===== config.mk =====
export PLATFORM = sky130hd
export DESIGN_NAME = drp_adc_responder_flat
export DESIGN_NICKNAME = d
export VERILOG_FILES = /design/src/rtl/drp_adc_responder_if.sv /design/src/rtl/drp_adc_responder.sv /design/src/flat_wrapper.sv
export SDC_FILE = /design/constraint.sdc
export NUM_CORES = 1
export LEC_CHECK = 0
export ABC_AREA = 0
export CORE_MARGIN = 1.5
export CORE_UTILIZATION = 49
export CTS_CLUSTER_SIZE = 16
export DETAILED_ROUTE_END_ITERATION = 10
export HOLD_SLACK_MARGIN = 0.02
export PLACE_DENSITY = 0.84
export SLEW_MARGIN = 5
export SYNTH_ARGS = -nofsm -noshare
export SYNTH_HDL_FRONTEND = slang
export SYNTH_SLANG_ARGS = --single-unit

===== constraint.sdc =====
create_clock -name clk_100MHz -period 2.25 [get_ports clk_100MHz]
set_input_delay 0.45 -clock clk_100MHz [delete_from_list [all_inputs] [get_ports clk_100MHz]]
set_output_delay 0.45 -clock clk_100MHz [all_outputs]
set_load 0.01 [all_outputs]

===== src/rtl/drp_adc_responder_if.sv =====
// DRP request/response and ADC sample-push signals shared by initiator and responder.
// No storage: pure signal bundle, latency is set by the responder.
// No backpressure on either path; busy_out/overlap_err report a dropped request.
interface drp_adc_responder_if;
  logic        den_in;
  logic        dwe_in;
  logic [6:0]  daddr_in;
  logic [15:0] di_in;
  logic [15:0] do_out;
  logic        drdy_out;
  logic        busy_out;
  logic        sample_valid;
  logic        sample_ch;
  logic [11:0] sample_data;
  logic        eoc_out;
  logic [6:0]  channel_out;
  logic        overlap_err;

  modport slave (
    input  den_in, dwe_in, daddr_in, di_in,
    input  sample_valid, sample_ch, sample_data,
    output do_out, drdy_out, busy_out,
    output eoc_out, channel_out, overlap_err
  );

  modport master (
    output den_in, dwe_in, daddr_in, di_in,
    output sample_valid, sample_ch, sample_data,
    input  do_out, drdy_out, busy_out,
    input  eoc_out, channel_out, overlap_err
  );
endinterface


===== src/rtl/drp_adc_responder.sv =====
// DRP responder emulating XADC aux6/aux7 result and config registers (DRP_WRITE_EN enables config writes).
// Latency: drdy_out exactly READ_LATENCY cycles after the den_in cycle; eoc_out one cycle after sample_valid.
// Backpressure: none; den_in while busy is dropped and flagged in sticky overlap_err.
module drp_adc_responder #(
  parameter int          READ_LATENCY = 4,
  parameter logic [15:0] CFG0_RESET   = 16'h0000,
  parameter logic [15:0] CFG1_RESET   = 16'h0000
) (
  input logic             clk_100MHz,
  input logic             rst,
  drp_adc_responder_if.slave bus
);

  typedef enum logic [1:0] {IDLE, WAIT, RESP} state_t;

  localparam logic [3:0] CNT_LOAD = 4'(READ_LATENCY - 1);

  state_t      state_q, state_d;
  logic [3:0]  cnt_q, cnt_d;
  logic        accept;
  logic [15:0] rd_val;
  logic [15:0] hold_q;
  logic        we_q;
  logic [15:0] aux6_q, aux7_q;
  logic [15:0] cfg0_q, cfg1_q;
  logic        eoc_q;
  logic [6:0]  chan_q;
  logic        ovl_q;
`ifdef DRP_WRITE_EN
  logic [6:0]  addr_q;
  logic [15:0] di_q;
`endif

  // Register read mux evaluated in the den_in cycle (read snapshot source).
  always_comb begin
    rd_val = 16'h0000;
    case (bus.daddr_in)
      7'h16:   rd_val = aux6_q;
      7'h17:   rd_val = aux7_q;
      7'h40:   rd_val = cfg0_q;
      7'h41:   rd_val = cfg1_q;
      default: rd_val = 16'h0000;
    endcase
  end

  // Next-state logic: accept in IDLE, count down in WAIT, single response cycle in RESP.
  always_comb begin
    state_d = state_q;
    cnt_d   = cnt_q;
    accept  = 1'b0;
    case (state_q)
      IDLE: begin
        if (bus.den_in) begin
          accept  = 1'b1;
          cnt_d   = CNT_LOAD;
          state_d = (READ_LATENCY == 1) ? RESP : WAIT;
        end
      end
      WAIT: begin
        // Counter reaching zero on this decrement means the next cycle responds.
        cnt_d = cnt_q - 4'd1;
        if (cnt_q == 4'd1) state_d = RESP;
      end
      RESP:    state_d = IDLE;
      default: state_d = IDLE;
    endcase
  end

  // State register and counter.
  always_ff @(posedge clk_100MHz) begin
    if (rst) begin
      state_q <= IDLE;
      cnt_q   <= 4'd0;
    end else begin
      state_q <= state_d;
      cnt_q   <= cnt_d;
    end
  end

  // Capture the request; reads snapshot the register now so later samples stay invisible.
  always_ff @(posedge clk_100MHz) begin
    if (rst) begin
      hold_q <= 16'h0000;
      we_q   <= 1'b0;
`ifdef DRP_WRITE_EN
      addr_q <= 7'h00;
      di_q   <= 16'h0000;
`endif
    end else if (accept) begin
      hold_q <= bus.dwe_in ? 16'h0000 : rd_val;
      we_q   <= bus.dwe_in;
`ifdef DRP_WRITE_EN
      addr_q <= bus.daddr_in;
      di_q   <= bus.di_in;
`endif
    end
  end

  // Sticky flag for requests arriving while a transaction is in flight.
  always_ff @(posedge clk_100MHz) begin
    if (rst)                                  ovl_q <= 1'b0;
    else if (bus.den_in && state_q != IDLE)   ovl_q <= 1'b1;
  end

  // Config registers; writes land only in the response cycle, so a reset before it discards them.
  always_ff @(posedge clk_100MHz) begin
    if (rst) begin
      cfg0_q <= CFG0_RESET;
      cfg1_q <= CFG1_RESET;
    end else begin
`ifdef DRP_WRITE_EN
      if (state_q == RESP && we_q) begin
        if (addr_q == 7'h40) cfg0_q <= di_q;
        if (addr_q == 7'h41) cfg1_q <= di_q;
      end
`endif
    end
  end

  // Sample path, independent of the DRP FSM: store result, pulse eoc and report channel next cycle.
  always_ff @(posedge clk_100MHz) begin
    if (rst) begin
      aux6_q <= 16'h0000;
      aux7_q <= 16'h0000;
      eoc_q  <= 1'b0;
      chan_q <= 7'h00;
    end else begin
      eoc_q <= bus.sample_valid;
      if (bus.sample_valid) begin
        if (bus.sample_ch) aux7_q <= {bus.sample_data, 4'b0000};
        else               aux6_q <= {bus.sample_data, 4'b0000};
        chan_q <= bus.sample_ch ? 7'h17 : 7'h16;
      end
    end
  end

  assign bus.drdy_out    = (state_q == RESP);
  assign bus.do_out      = (state_q == RESP && !we_q) ? hold_q : 16'h0000;
  assign bus.busy_out    = (state_q != IDLE);
  assign bus.eoc_out     = eoc_q;
  assign bus.channel_out = chan_q;
  assign bus.overlap_err = ovl_q;

endmodule


===== src/flat_wrapper.sv =====
// flat-port wrapper written by rule: the top's interface ports become plain ports
module drp_adc_responder_flat 
#(
  parameter int          READ_LATENCY = 4,
  parameter logic [15:0] CFG0_RESET   = 16'h0000,
  parameter logic [15:0] CFG1_RESET   = 16'h0000
)
  (clk_100MHz, rst, bus_den_in, bus_dwe_in, bus_daddr_in, bus_di_in, bus_sample_valid, bus_sample_ch, bus_sample_data, bus_do_out, bus_drdy_out, bus_busy_out, bus_eoc_out, bus_channel_out, bus_overlap_err);
  drp_adc_responder_if bus_i ();
  input logic clk_100MHz;
  input logic rst;
  input wire logic [$bits(bus_i.den_in)-1:0] bus_den_in;
  input wire logic [$bits(bus_i.dwe_in)-1:0] bus_dwe_in;
  input wire logic [$bits(bus_i.daddr_in)-1:0] bus_daddr_in;
  input wire logic [$bits(bus_i.di_in)-1:0] bus_di_in;
  input wire logic [$bits(bus_i.sample_valid)-1:0] bus_sample_valid;
  input wire logic [$bits(bus_i.sample_ch)-1:0] bus_sample_ch;
  input wire logic [$bits(bus_i.sample_data)-1:0] bus_sample_data;
  output wire logic [$bits(bus_i.do_out)-1:0] bus_do_out;
  output wire logic [$bits(bus_i.drdy_out)-1:0] bus_drdy_out;
  output wire logic [$bits(bus_i.busy_out)-1:0] bus_busy_out;
  output wire logic [$bits(bus_i.eoc_out)-1:0] bus_eoc_out;
  output wire logic [$bits(bus_i.channel_out)-1:0] bus_channel_out;
  output wire logic [$bits(bus_i.overlap_err)-1:0] bus_overlap_err;
  assign bus_i.den_in = bus_den_in;
  assign bus_i.dwe_in = bus_dwe_in;
  assign bus_i.daddr_in = bus_daddr_in;
  assign bus_i.di_in = bus_di_in;
  assign bus_i.sample_valid = bus_sample_valid;
  assign bus_i.sample_ch = bus_sample_ch;
  assign bus_i.sample_data = bus_sample_data;
  assign bus_do_out = bus_i.do_out;
  assign bus_drdy_out = bus_i.drdy_out;
  assign bus_busy_out = bus_i.busy_out;
  assign bus_eoc_out = bus_i.eoc_out;
  assign bus_channel_out = bus_i.channel_out;
  assign bus_overlap_err = bus_i.overlap_err;
  drp_adc_responder #(.READ_LATENCY(READ_LATENCY), .CFG0_RESET(CFG0_RESET), .CFG1_RESET(CFG1_RESET)) u_core (.clk_100MHz(clk_100MHz), .rst(rst), .bus(bus_i));
endmodule

Word level (Yosys, flattened, before mapping)
Cells that the tools add are included.
Widths: inputs -> output; s select.
{"block": "totals", "reg_bits": 56, "inputBits": 41}
{"block": "classes", "addsub": 1, "eq_ne": 7, "n_mux": 11, "n_bitwise": 1, "n_reduce_logical": 10}
{"operator": "$mux 16", "n": 2}
{"operator": "$pmux 16 s2", "n": 1}
{"operator": "$eq 7x5->1 const B", "n": 2}
{"operator": "$pmux 4 s2", "n": 1}
{"operator": "$reduce_and 2->1", "n": 4}
{"operator": "$eq 4x1->1 const B", "n": 1}
{"operator": "$mux 2", "n": 2}
{"operator": "$mux 4", "n": 1}
{"operator": "$pmux 2 s2", "n": 1}
{"operator": "$reduce_bool 2->1", "n": 2}
{"operator": "$sub 4x1->4 const B", "n": 1}
{"operator": "$mux 1", "n": 3}
{"operator": "$eq 2x1->1 const B", "n": 1}
{"operator": "$eq 2x2->1 const B", "n": 1}
{"operator": "$logic_and 1x1->1", "n": 2}
{"operator": "$logic_not 2->1", "n": 1}
{"operator": "$ne 2x1->1 const B", "n": 1}
{"operator": "$ne 2x2->1 const B", "n": 1}
{"operator": "$logic_not 1->1", "n": 1}
{"operator": "$not 1->1", "n": 1}

Depth between registers and ports, before layout
{"block": "logic_depth", "ltp_word": 3, "depth_mapped": 5}

Worst setup path before layout
Ideal clock, no wire load.
{"block": "synth_path", "path_kind": "reg2out", "start": "register u_core.state_q[0]", "end": "output bus_do_out[10]", "arrival_ns": 1.157, "path_slack_ns": 0.643, "path_stages_with_launch": 5, "path_buffers": 1, "cell_sequence": "dfxtp_1 and2b_1 nor2b_1 clkbuf_1 and2_1"}
{"block": "synth_between", "elab_chain_len": 3}
{"element": "start: declaration", "line": "drp_adc_responder.sv:18", "source": "state_t state_q, state_d;"}
{"element": "start signal: assignment", "line": "drp_adc_responder.sv:75", "source": "state_q <= state_d;"}
{"element": "$eq 2x2->1"}
{"element": "net bus_drdy_out", "line": "flat_wrapper.sv:20", "source": "output wire logic [$bits(bus_i.drdy_out)-1:0] bus_drdy_out;"}
{"element": "$logic_and 1x1->1", "line": "drp_adc_responder.sv:138", "source": "assign bus.do_out = (state_q == RESP && !we_q) ? hold_q : 16'h0000;"}
{"element": "$mux 16", "line": "drp_adc_responder.sv:138"}
{"element": "end: declaration", "line": "flat_wrapper.sv:19", "source": "output wire logic [$bits(bus_i.do_out)-1:0] bus_do_out;"}
The timed path passes the listed nets, and every way through them passes these cells.

Worst setup path in the final report
{"block": "layout_path", "start": "register u_core.state_q[0]", "end": "output bus_do_out[7]"}
{"block": "layout_between", "elab_chain_len": 3}
{"element": "$eq 2x2->1", "line": "drp_adc_responder.sv:138"}
{"element": "$logic_and 1x1->1", "line": "drp_adc_responder.sv:138"}
{"element": "$mux 16", "line": "drp_adc_responder.sv:138"}
Every way passes these cells.

==> out/metrics.yaml <==
worst_setup_path:
  worstSetupEndpointType: "primary output"
  crit_type: "reg -> out"
  critical_path_required_ps: 1800
  cp-start-kind: "flip-flop"
  worstPathMaxFanout: 6
  crit_arrival_ps: 1750
cells_and_area:
  antenna_cells: 0
  fillers: 330
  regArea_sq_um: 940.9
  drive_gt1_share_pct: 8.696
  multi_input_area_sq_um: 1025
  fin_cells: 326
  nets: 319
  syn2layout_area_growth_pct: 26.10
pwr:
  cellPowerDensity_nw_per_um2: 612.7
  netSwitchingFraction_pct: 24.16
  ir_worst_vdd_mv: 0.3825
  seq_power_share_pct: 55.2
  clkPwrFrac_pct: 30.7
  power_frac_comb_pct: 14.2
  p_sw_mw: 0.3884
  p_int_mw: 1.219
  p_leak_nw: 1.097
clocking:
  root_buffer: "clkbuf_8"
  ctsHoldBuffers: 0
  cts_tree: "done"
  cts_buffer_depth: 2
  clock_sinks: 47
  htreeDepth: 2
  numCtsBuffers: 5
  post_cts_buffers: 0
  clk_latency_ps: 290
  path_clk_slew_ps: 80
sta:
  skew_ps: 4.221
  timing.final.crit_share_pct: 97.71
  min_period_ps: 2198
  worst_pin_slew_ps: 569.3
  finalSetupViolations: 0
  slew_viol_final: 0
  max_freq_mhz: 454.9
  relSlewSlack_pct: 61.96
  grt_setup_unrepaired: "yes"
  hold_ws_ps: 456.8
  finalHoldViolCount: 0
global_routing:
  antenna_found_initial: 0
  overflow: 0
  groute.usage.overall_pct: 18.64
  grt_pass1_wl_um: 6492
  grt_pass1_vias: 1423
  grt_max_degree: 48
detailed_routing:
  avgRoutedWirePerCell_um: 12.43
  first_pass_iters: 4
  drc: 0
  vias: 1649
  ant_nets: 0
  drt-initial-drc-count: 102
  drt-vias-per-instance: 5.058
  routed_wl_um: 4052
hold_path:
  hp-class: "reg -> reg"
floorplan:
  die_height_um: 68.17
  io_pins: 68
  initial_utilization_pct: 51.65
  die_w_um: 68.17
  die_area_sq_um: 4646
  core_sq_um: 4029
  placementRows: 23
synth:
  syn_area_sq_um: 2081
  yosysWarnings: 0
  ys_types: 35
  ys.flop_type: "dfxtp_1"
  ys_seq_elements: 47
  async_flop_share_pct: 0
  synthCells: 236
  seq_area_frac_synth_pct: 45.22
  synth.avg_cell_area_sq_um: 8.817
  synth_edf_count: 0
placed_design:
  dp.cells: 318
  hpwl_um: 2709
  gp_congestion: 0.7170
  io_buffers: 44
run_status:
  status: "complete, no violations"
run:
  maxCapViolations: 0
==> layout by cell type, fill, tap and decap left out, types with 2 or more instances in the layout <==
master and n:
clkbuf_8 6, nand2b_1 2, buf_4 6, nor2_1 5, nor2b_1 4, mux2i_1 13, a21oi_1 27, o31ai_2 8
ha_1 2, or3_1 2, clkdlybuf4s50_1 38, o31ai_1 4, dlymetal6s2s_1 6, inv_1 2, nand3b_1 12, and2_1 14
nand2_1 53, dfxtp_1 47, conb_1 7
==> power by group through the flow <==
stage                     clock network (mW)  logic [mW]  registers, mW
after floorplan                            0       0.145          0.905
after global placement                     0       0.222          0.903
after detailed placement                   0       0.226          0.905
after CTS                              0.512       0.229          0.886
after global routing                   0.544       0.251          0.893
final                                  0.493       0.228          0.887
==> synthesized netlist by cell type, types with 3 or more instances <==
master	count	area (sq um)
nand3b_1	12	90.09
buf_2	3	15.01
buf_4	9	67.56
dfxtp_1	47	940.9
clkbuf_1	10	37.54
o31ai_1	4	30.03
nand2_1	53	198.9
nor2_1	5	18.77
and2_1	14	87.58
mux2i_1	13	130.1
o31ai_2	8	100.1
a21oi_1	27	135.1
nor2b_1	5	31.28
==> metal layers <==
layer / up-vias / routed length [um] / global-route usage (%)
met4: 0 / 29 / 7.250
met3: 2 / 134 / 3.618
li1: 863 / - / -
met2: 36 / 2107 / 30.70
met5: - / 0 / 0
met1: 748 / 1780 / 24.02
==> final cells by class <==
type / instances / share of cell area [%]
multi-input combinational: 170 / 39.06
clock buffer: 6 / 3.147
clock inverter: 1 / 0.1907
tap: 50 / 2.384
sequential: 47 / 35.86
timing repair buffer: 50 / 19.07
inverter: 2 / 0.2861
==> worst paths after layout <==
path                     start               end  slack [ps]  cells after the start
max          u_core.state_q[0]     bus_do_out[7]          50                      4
max reg2reg  u_core.state_q[0]  u_core.hold_q[6]         830                      4
min reg2reg   u_core.aux7_q[6]  u_core.aux7_q[6]         460                      2
min           u_core.aux7_q[6]  u_core.aux7_q[6]         460                      2
==> repair_timing <==
action	4_1_cts	5_1_grt
resized for setup	2	6
cloned	0	1
setup endpoints to repair	12	12
==> stage by stage <==
stage                     setup TNS, ps  power, mW  utilization (%)  setup slack [ps]  cell area, sq um
after CTS                             0      1.626            64.53             38.33              2600
after floorplan                       0      1.051                -             642.7              2103
after global routing             -189.6      1.687            65.12            -35.86              2624
final                                 0      1.608            65.12             51.63              2624
after global placement                0      1.125            62.17             120.4              2505
after detailed placement              0      1.131            62.17             73.88              2505
==> critical path: stages (launching register included) <==
cell and delay [ps]:
dfxtp_1 310, and2b_1 240, nor2b_2 240, and2_1 150
clkdlybuf4s50_1 520
==> logic make-up after synthesis <==
logic type | Yosys count | share of synthesized area, %
muxes | 13 | 6.254
buffers and inverters | 26 | 7.396
DFF | 47 | 45.22
and+or+nand+nor | 102 | 24.89
adders and majority gates | 2 | 1.202
AOI/OAI and AO/OA | 45 | 14.85
other | 1 | 0.1802
==> sequential cells by signal, summed over array words and instances, names as in the netlist <==
register,flops
u_core.aux6_q,12
u_core.aux7_q,12
u_core.bus.channel_out,2
u_core.bus.eoc_out,1
u_core.bus.overlap_err,1
u_core.cnt_q,4
u_core.hold_q,12
u_core.state_q,2
u_core.we_q,1
(Power assumes the default switching activity.)
